===== src/rtl/kalman_channel_scheduler_if.sv =====
// Sensor-ingress / filtered-state-egress bundle for kalman_channel_scheduler.
// master: sensor front-end / consumer side. slave: the scheduler.
interface kalman_channel_scheduler_if #(
  parameter int unsigned NUM_CH = 4
);
  localparam int unsigned CH_W = $clog2(NUM_CH);

  logic [NUM_CH*16-1:0] z;
  logic [NUM_CH-1:0]    z_valid;
  logic [NUM_CH-1:0]    z_ready;
  logic [15:0]          x_out;
  logic [CH_W-1:0]      x_ch;
  logic                 x_valid;
  logic                 busy;

  modport master (
    output z,
    output z_valid,
    input  z_ready,
    input  x_out,
    input  x_ch,
    input  x_valid,
    input  busy
  );

  modport slave (
    input  z,
    input  z_valid,
    output z_ready,
    output x_out,
    output x_ch,
    output x_valid,
    output busy
  );
endinterface


===== src/rtl/kalman_channel_scheduler.sv =====
// Round-robin scheduler sharing one scalar steady-state Kalman update across NUM_CH channels.
// Each grant runs error -> multiply -> saturating write-back (one update per 3 cycles).
// Optional feature macro KALMAN_GAIN_CFG_EN: adds a per-channel gain write port
// (k_wr_en/k_wr_ch/k_wr_data); when undefined every channel uses the constant K_DEFAULT.
module kalman_channel_scheduler #(
  parameter int unsigned NUM_CH    = 4,
  parameter int unsigned K_DEFAULT = 13868
) (
  input  logic                        clk,
  input  logic                        reset,
`ifdef KALMAN_GAIN_CFG_EN
  input  logic                        k_wr_en,
  input  logic [$clog2(NUM_CH)-1:0]   k_wr_ch,
  input  logic [15:0]                 k_wr_data,
`endif
  kalman_channel_scheduler_if.slave   bus
);
  localparam int unsigned CH_W = $clog2(NUM_CH);

  typedef enum logic [1:0] {StIdle, StMul, StWb} state_e;

  state_e                 state_q, state_d;
  logic [NUM_CH-1:0]      pending_q;
  logic [NUM_CH-1:0]      xfer;
  logic [NUM_CH-1:0]      grant_mask;
  logic signed [15:0]     z_hold_q [NUM_CH];
  logic signed [15:0]     x_mem_q  [NUM_CH];
  logic [CH_W-1:0]        rr_ptr_q;
  logic [CH_W-1:0]        g_ch_q;
  logic [CH_W-1:0]        grant_ch;
  logic [CH_W-1:0]        rr_next;
  logic [CH_W:0]          cand;
  logic                   grant_found;
  logic                   grant;
  logic signed [16:0]     err_q;
  logic [15:0]            k_r_q;
  logic [15:0]            gain_sel;
  logic signed [33:0]     prod_q;
  logic signed [17:0]     corr;
  logic signed [17:0]     sum;
  logic signed [15:0]     sat;
  logic [15:0]            x_out_q;
  logic [CH_W-1:0]        x_ch_q;
  logic                   x_valid_q;

  assign bus.z_ready = ~pending_q;
  assign bus.x_out   = x_out_q;
  assign bus.x_ch    = x_ch_q;
  assign bus.x_valid = x_valid_q;
  assign bus.busy    = (state_q != StIdle);

  assign xfer = bus.z_valid & ~pending_q;

`ifdef KALMAN_GAIN_CFG_EN
  logic [15:0] gain_q [NUM_CH];

  // Per-channel gain table; out-of-range channel writes are dropped.
  always_ff @(posedge clk) begin
    if (reset) begin
      for (int i = 0; i < NUM_CH; i++) gain_q[i] <= 16'(K_DEFAULT);
    end else if (k_wr_en && ({1'b0, k_wr_ch} < (CH_W+1)'(NUM_CH))) begin
      gain_q[k_wr_ch] <= k_wr_data;
    end
  end

  assign gain_sel = gain_q[grant_ch];
`else
  assign gain_sel = 16'(K_DEFAULT);
`endif

  // Round-robin search: walk offsets high to low so the lowest offset from rr_ptr wins.
  always_comb begin
    grant_found = 1'b0;
    grant_ch    = '0;
    cand        = '0;
    for (int off = NUM_CH - 1; off >= 0; off--) begin
      cand = {1'b0, rr_ptr_q} + (CH_W+1)'(off);
      if (cand >= (CH_W+1)'(NUM_CH)) cand = cand - (CH_W+1)'(NUM_CH);
      if (pending_q[cand[CH_W-1:0]]) begin
        grant_found = 1'b1;
        grant_ch    = cand[CH_W-1:0];
      end
    end
    rr_next = (grant_ch == CH_W'(NUM_CH - 1)) ? '0 : grant_ch + CH_W'(1);
  end

  // FSM next-state: grant only from idle, then two fixed datapath cycles.
  always_comb begin
    state_d = state_q;
    grant   = 1'b0;
    unique case (state_q)
      StIdle: begin
        if (grant_found) begin
          grant   = 1'b1;
          state_d = StMul;
        end
      end
      StMul:   state_d = StWb;
      StWb:    state_d = StIdle;
      default: state_d = StIdle;
    endcase
  end

  assign grant_mask = grant ? (NUM_CH'(1) << grant_ch) : '0;

  // FSM state register.
  always_ff @(posedge clk) begin
    if (reset) state_q <= StIdle;
    else       state_q <= state_d;
  end

  // Ingress holding slots: a transfer and a grant on different channels can share a cycle.
  always_ff @(posedge clk) begin
    if (reset) begin
      pending_q <= '0;
      for (int i = 0; i < NUM_CH; i++) z_hold_q[i] <= '0;
    end else begin
      pending_q <= (pending_q | xfer) & ~grant_mask;
      for (int i = 0; i < NUM_CH; i++) begin
        if (xfer[i]) z_hold_q[i] <= $signed(bus.z[16*i +: 16]);
      end
    end
  end

  // Write-back arithmetic: floor-shift the Q1.15 product, add, clamp to 16-bit signed.
  // |sum| <= |2*z - x| so 18 bits never overflow.
  always_comb begin
    corr = 18'(prod_q >>> 15);
    sum  = 18'(x_mem_q[g_ch_q]) + corr;
    if (sum > 18'sd32767)       sat = 16'sh7fff;
    else if (sum < -18'sd32768) sat = 16'sh8000;
    else                        sat = sum[15:0];
  end

  // Datapath pipeline: latch error/gain at grant, multiply, then commit state and pulse x_valid.
  always_ff @(posedge clk) begin
    if (reset) begin
      rr_ptr_q  <= '0;
      g_ch_q    <= '0;
      err_q     <= '0;
      k_r_q     <= '0;
      prod_q    <= '0;
      x_out_q   <= '0;
      x_ch_q    <= '0;
      x_valid_q <= 1'b0;
      for (int i = 0; i < NUM_CH; i++) x_mem_q[i] <= '0;
    end else begin
      x_valid_q <= 1'b0;
      if (grant) begin
        g_ch_q   <= grant_ch;
        err_q    <= 17'(z_hold_q[grant_ch]) - 17'(x_mem_q[grant_ch]);
        k_r_q    <= gain_sel;
        rr_ptr_q <= rr_next;
      end
      if (state_q == StMul) begin
        prod_q <= 34'(err_q) * 34'($signed({1'b0, k_r_q}));
      end
      if (state_q == StWb) begin
        x_mem_q[g_ch_q] <= sat;
        x_out_q         <= sat;
        x_ch_q          <= g_ch_q;
        x_valid_q       <= 1'b1;
      end
    end
  end
endmodule


===== src/flat_wrapper.sv =====
// flat-port wrapper written by rule: the top's interface ports become plain ports
module kalman_channel_scheduler_flat 
#(
  parameter int unsigned NUM_CH    = 4,
  parameter int unsigned K_DEFAULT = 13868
)
  (clk, reset, bus_z, bus_z_valid, bus_z_ready, bus_x_out, bus_x_ch, bus_x_valid, bus_busy);
  kalman_channel_scheduler_if #(.NUM_CH(NUM_CH)) bus_i ();
  input  logic clk;
  input  logic reset;
  input wire logic [$bits(bus_i.z)-1:0] bus_z;
  input wire logic [$bits(bus_i.z_valid)-1:0] bus_z_valid;
  output wire logic [$bits(bus_i.z_ready)-1:0] bus_z_ready;
  output wire logic [$bits(bus_i.x_out)-1:0] bus_x_out;
  output wire logic [$bits(bus_i.x_ch)-1:0] bus_x_ch;
  output wire logic [$bits(bus_i.x_valid)-1:0] bus_x_valid;
  output wire logic [$bits(bus_i.busy)-1:0] bus_busy;
  assign bus_i.z = bus_z;
  assign bus_i.z_valid = bus_z_valid;
  assign bus_z_ready = bus_i.z_ready;
  assign bus_x_out = bus_i.x_out;
  assign bus_x_ch = bus_i.x_ch;
  assign bus_x_valid = bus_i.x_valid;
  assign bus_busy = bus_i.busy;
  kalman_channel_scheduler #(.NUM_CH(NUM_CH), .K_DEFAULT(K_DEFAULT)) u_core (.clk(clk), .reset(reset), .bus(bus_i));
endmodule

===== config.mk =====
export PLATFORM = sky130hd
export DESIGN_NAME = kalman_channel_scheduler_flat
export DESIGN_NICKNAME = d
export VERILOG_FILES = /design/src/rtl/kalman_channel_scheduler_if.sv /design/src/rtl/kalman_channel_scheduler.sv /design/src/flat_wrapper.sv
export SDC_FILE = /design/constraint.sdc
export NUM_CORES = 1
export LEC_CHECK = 0
export ABC_AREA = 1
export CORE_MARGIN = 2
export CORE_UTILIZATION = 45
export DETAILED_ROUTE_END_ITERATION = 10
export PLACE_DENSITY = 0.66
export SYNTH_ARGS = -nofsm -noshare
export SYNTH_HDL_FRONTEND = slang
export SYNTH_SLANG_ARGS = --single-unit

===== constraint.sdc =====
create_clock -name clk -period 9.3 [get_ports clk]
set_clock_uncertainty 0.1 [all_clocks]
set_input_delay 2.79 -clock clk [delete_from_list [all_inputs] [get_ports clk]]
set_output_delay 2.79 -clock clk [all_outputs]
set_load 0.03 [all_outputs]

==> flow_metrics.env, run 1 <==
export IMPL_status="completed"
export IMPL_post_place_cells=2512
export IMPL_seq_area_frac_synth=0.3379
export IMPL_synth_warnings=0
export IMPL_avgSynthCellArea_um2=7.551
export IMPL_cp_top_family="adder cells"
export IMPL_setup_viol=0
export IMPL_maxCapViolations=0
export IMPL_fin_nets=2347
export IMPL_worst_pin_slew_ns=1.188
export IMPL_critPathBufInv=4
export IMPL_cts_setup_buffers=0
export IMPL_gp_congestion=0.9531
export IMPL_layout_commonest_cell="nand2_1"
export IMPL_dp_hpwl_mm=32.47
export IMPL_gr_usage_all_layers=0.2364
export IMPL_wl_per_cell_um=16.45
export IMPL_pin_count=94
export IMPL_avgViaCountPerCell=5.254
export IMPL_crit_path_start_kind="flip-flop"
export IMPL_cts_root_buf="clkbuf_16"
export IMPL_post_cts_resized=0
export IMPL_end_kind="flip-flop"
export IMPL_clkTransAtPathRegs_ns=0.09
export IMPL_ant_nets=0
export IMPL_drc=0
export IMPL_synth_fp_nets=2288
export IMPL_final_cells=2544
export IMPL_hold_buffers=0
export IMPL_synth_main_ff_cell="edfxtp_1"
export IMPL_fin_crit_ns=5.852
export IMPL_final_util=0.5109
export IMPL_path_common_cell="inv_1"
export IMPL_path_class="flip-flop to flip-flop"
export IMPL_die_width_um=188.3
export IMPL_grt_pass1_vias=12733
export IMPL_cp_arrival_ns=6.10
export IMPL_slew_violations=0
export IMPL_slowest_stage="dfxtp_1"
export IMPL_layout_drive_gt1_share=0.03721
export IMPL_synth_seq_cells=194
export IMPL_finalSetupTns_ns=0
export IMPL_overflow=0
export IMPL_final_cell_mix="513 x nand2_1, 356 x inv_1, 212 x nor2_1"
export IMPL_drtIter0Drc=1144
export IMPL_grt_pass1_wl_mm=66.26
export IMPL_hold_violations=0
export IMPL_rows=67
export IMPL_start_util=0.4569
export IMPL_cts_sinks=194
export IMPL_synth_edf_count=128
export IMPL_clock_latency_ns=0.46
export IMPL_final_fill_count=3256
export IMPL_port_buffers=93
export IMPL_cts_buffer_depth=2
export IMPL_n_antenna_cell=0
export IMPL_drt_total_wl_mm=41.85
export IMPL_cts_buffers=17
export IMPL_rsz0062_at_grt="false"
export IMPL_slew_headroom=0.2074
export IMPL_holdCritPathClass="flip-flop to flip-flop"
export IMPL_syn_cell_area_um2=15280
export IMPL_fin_crit_sh=0.6292
export IMPL_num_vias=13365
export IMPL_tritoncts="done"
export IMPL_grt_max_degree=87
export IMPL_dr_pass1_iters=7
export IMPL_core_area_um2=33450
export IMPL_crit_fanout=21
export IMPL_worst_path_largest_cell_delay_ns=0.79
export IMPL_netlist_instances=2024
export IMPL_netlist_cell_type_count=39
export IMPL_syn2layout_area_growth_pct=11.81
export IMPL_worstPathCellList="nand2_1 > inv_1 > ha_1 > fa_1 > inv_1 > fa_1 > fa_1 > ha_1 > ha_1 > nand2_1 > nor2_1 > inv_1 > nor4_1 > nand3_1 > nand3_1 > nand3_1 > nand2_1 > inv_1"
export IMPL_htreeDepth=4
export IMPL_die_area_um2=35450
export IMPL_grt_antenna_before_repair=0
export IMPL_die_h_um=188.3
export IMPL_required_ns=9.55
export IMPL_max_freq_mhz=170.9
export IMPL_ys_async_sr_fraction=0
-- kinds of logic after synthesis --
family,after synthesis,synth area share
simple gates,876,0.2303
buf+inv,432,0.1143
compound gates,292,0.1041
fa+ha+maj,194,0.1922
flops,194,0.3379
xor+xnor,36,0.02112
-- through the flow --
step / worst slack [ns] / cell area, um2 / hold WS, ns
floorplan: 4.297 / 15280 / 0.3626
global placement: 3.062 / 16480 / 0.3375
global route: 2.935 / 17090 / 0.3703
detailed placement: 3.036 / 16480 / 0.3396
finish: 3.448 / 17090 / 0.3584
CTS: 3.395 / 17090 / 0.3593
-- path summary, 6_finish.rpt --
path / start / to / slack, ns / cells after the start
max: u_core.k_r_q[2] / u_core.prod_q[30] / 3.45 / 18
min: u_core.bus.x_out[0] / u_core.bus.x_out[0] / 0.36 / 2
max reg2reg: u_core.k_r_q[2] / u_core.prod_q[30] / 3.45 / 18
min reg2reg: u_core.bus.x_out[0] / u_core.bus.x_out[0] / 0.36 / 2
-- final cells by class --
| cell class | instances | area (um2) | share of cell area |
|---|---|---|---|
| multi-input cells | 1398 | 8379 | 0.4903 |
| inverters | 372 | 1396 | 0.08171 |
| clock inverters | 15 | 178.9 | 0.01047 |
| clock buffers | 17 | 425.4 | 0.02489 |
| well taps | 448 | 560.5 | 0.03280 |
| repair buffers | 100 | 983.4 | 0.05755 |
| flip-flops and latches | 194 | 5165 | 0.3022 |
-- state kept, by name, summed over array words and instances (netlist names), named ones only --
name                count
u_core.z_hold_q        64
u_core.err_q           17
u_core.k_r_q            1
u_core.bus.x_valid      1
u_core.x_mem_q         64
u_core.state_q          2
u_core.g_ch_q           2
u_core.prod_q          17
u_core.bus.x_ch         2
u_core.bus.x_out       16
u_core.pending_q        4
u_core.rr_ptr_q         2
-- metal layers --
metal  up-vias  global-route usage  wire [um]
li1       6549                   -          -
met1      6272              0.3390      19140
met2       473              0.3679      18860
met3        71             0.02868       2591
met4         0             0.08624       1254
met5         -                   0          0
-- synth_stat cells, drive strengths merged, types with 15 or more instances --
cell	number	area share
o22ai	15	0.0061
buf	32	0.016
ha	126	0.10
dfxtp	66	0.086
inv	371	0.091
fa	68	0.089
xor2	22	0.013
nand3	103	0.034
clkbuf	28	0.0069
edfxtp	128	0.25
o21ai	121	0.041
a21oi	117	0.038
nand2	530	0.13
nor2	215	0.053
-- tightest hold or removal path, stage by stage, from the launching register on --
cell	delay [ns]
dfxtp_1	0.32
nand2_1	0.06
nand2_1	0.05
Power of run 1 is left out: the tool's default activity adds up to more than one toggle a clock period on the data nets, which glitch-free logic cannot reach.
==> inputs of run 2 (changes only) <==
- clock period: 9.3 -> 5.6 ns (I/O delays scaled with it)
==> flow_metrics.env, run 2 (synthesis results as in run 1) <==
export IMPL_grt_busiest_layer="met2"
export IMPL_dr_pass1_iters=6
export IMPL_avgViaCountPerCell=5.162
export IMPL_cts_sinks=194
export IMPL_crit_fanout=12
export IMPL_worstHoldStart="u_core.bus.x_out[15]"
export IMPL_worst_slack_ns=0.4213
export IMPL_drt_total_wl_mm=41.39
export IMPL_hold_buffers=0
export IMPL_rsz0062_at_grt="false"
export IMPL_end_kind="flip-flop"
export IMPL_final_cell_mix="513 x nand2_1, 356 x inv_1, 212 x nor2_1"
export IMPL_n_antenna_cell=0
export IMPL_fin_crit_sh=0.9248
export IMPL_rr_startpoint="u_core.k_r_q[2]"
export IMPL_holdCritPathClass="flip-flop to flip-flop"
export IMPL_cts_buffer_depth=2
export IMPL_die_h_um=188.3
export IMPL_fin_nets=2360
export IMPL_required_ns=5.83
export IMPL_layout_commonest_cell="nand2_1"
export IMPL_crit_path_start_kind="flip-flop"
export IMPL_post_cts_resized=0
export IMPL_dp_hpwl_mm=32.22
export IMPL_core_area_um2=33450
export IMPL_regArea_um2=5166
export IMPL_status="completed"
export IMPL_reg_largest_list="u_core.x_mem_q: 64 flops, u_core.z_hold_q: 64 flops"
export IMPL_multi_input_area_um2=8379
export IMPL_worst_pin_slew_ns=1.048
export IMPL_startpoint="u_core.k_r_q[2]"
export IMPL_max_freq_mhz=193.1
export IMPL_die_width_um=188.3
export IMPL_start_util=0.4569
export IMPL_final_fill_count=3189
export IMPL_grt_pass1_wl_mm=66.01
export IMPL_cts_buffers=17
export IMPL_cp_arrival_ns=5.41
export IMPL_maxCapViolations=0
export IMPL_grt_max_degree=87
export IMPL_grt_antenna_before_repair=0
export IMPL_path_class="flip-flop to flip-flop"
export IMPL_num_vias=13200
export IMPL_gr_usage_all_layers=0.2356
export IMPL_slew_headroom=0.2988
export IMPL_layout_drive_gt1_share=0.04410
export IMPL_drc=0
export IMPL_pin_count=94
export IMPL_slowest_stage="fa_1"
export IMPL_gp_congestion=0.9087
export IMPL_overflow=0
export IMPL_cts_setup_buffers=0
export IMPL_tritoncts="done"
export IMPL_drtIter0Drc=1153
export IMPL_cts_root_buf="clkbuf_16"
export IMPL_die_area_um2=35450
export IMPL_worstPathCellList="buf_4 > nand2_1 > inv_1 > ha_1 > fa_1 > fa_1 > fa_1 > inv_1 > fa_1 > inv_1 > ha_1 > nand2_1 > nor2_1 > inv_1 > nor2_1 > nand4_1 > nand4_1 > nand3_1 > o211ai_1 > inv_1"
export IMPL_pre_cts_slack_ns=0.3346
export IMPL_grt_pass1_vias=12753
export IMPL_ant_nets=0
export IMPL_worst_path_largest_cell_delay_ns=0.58
export IMPL_gr_usage_met1=0.3280
export IMPL_use_met3=0.04004
export IMPL_wl_per_cell_um=16.19
export IMPL_hold_violations=0
export IMPL_htreeDepth=4
export IMPL_slew_violations=0
export IMPL_setup_viol=0
export IMPL_syn2layout_area_growth_pct=12.73
export IMPL_finalSetupTns_ns=0
export IMPL_port_buffers=93
export IMPL_clock_latency_ns=0.45
export IMPL_use_met2=0.3833
export IMPL_clkTransAtPathRegs_ns=0.08
export IMPL_rows=67
export IMPL_fin_crit_ns=5.179
export IMPL_path_common_cell="inv_1"
## run 2: final cells by class
class | instances | share of cell area
inverters | 372 | 0.08105
clock inverters | 15 | 0.01206
repair buffers | 113 | 0.06347
well taps | 448 | 0.03253
clock buffers | 17 | 0.02469
flip-flops and latches | 194 | 0.2999
multi-input cells | 1398 | 0.4863
## run 2: worst max-delay path, delay by kind of cell, from the launching register on
kind                     cells  cell delay, ns
flip-flops                   1            0.41
AO/OA/AOI/OAI                1            0.10
buffers and inverters        6            0.62
adder cells (fa/ha/maj)      6            2.81
AND/OR/NAND/NOR              7            1.02
## run 2: path summary, 6_finish.rpt
path | endpoint | slack [ns] | cells past startpoint
max | u_core.prod_q[23] | 0.42 | 20
min | u_core.bus.x_out[15] | 0.36 | 2
max reg2reg | u_core.prod_q[23] | 0.42 | 20
min reg2reg | u_core.bus.x_out[15] | 0.36 | 2
## run 2: through the flow
stage            util  hold slack (ns)  cells  cell area (um2)
6_report       0.5151           0.3568   2557            17230
2_1_floorplan       -           0.3626   2024            15280
5_1_grt        0.5151           0.3813   2557            17230
3_5_place_dp   0.4961           0.3381   2525            16590
3_3_place_gp   0.4961           0.3387   2525            16590
4_1_cts        0.5151           0.3608   2557            17230
## run 2: metal layers
layer  part of all wire  vias to the layer above
met4              0.017                        0
met5                  0                        -
met2               0.47                      415
li1                   -                     6573
met3              0.069                       50
met1               0.45                     6162
Power of run 2 is left out for the same reason.
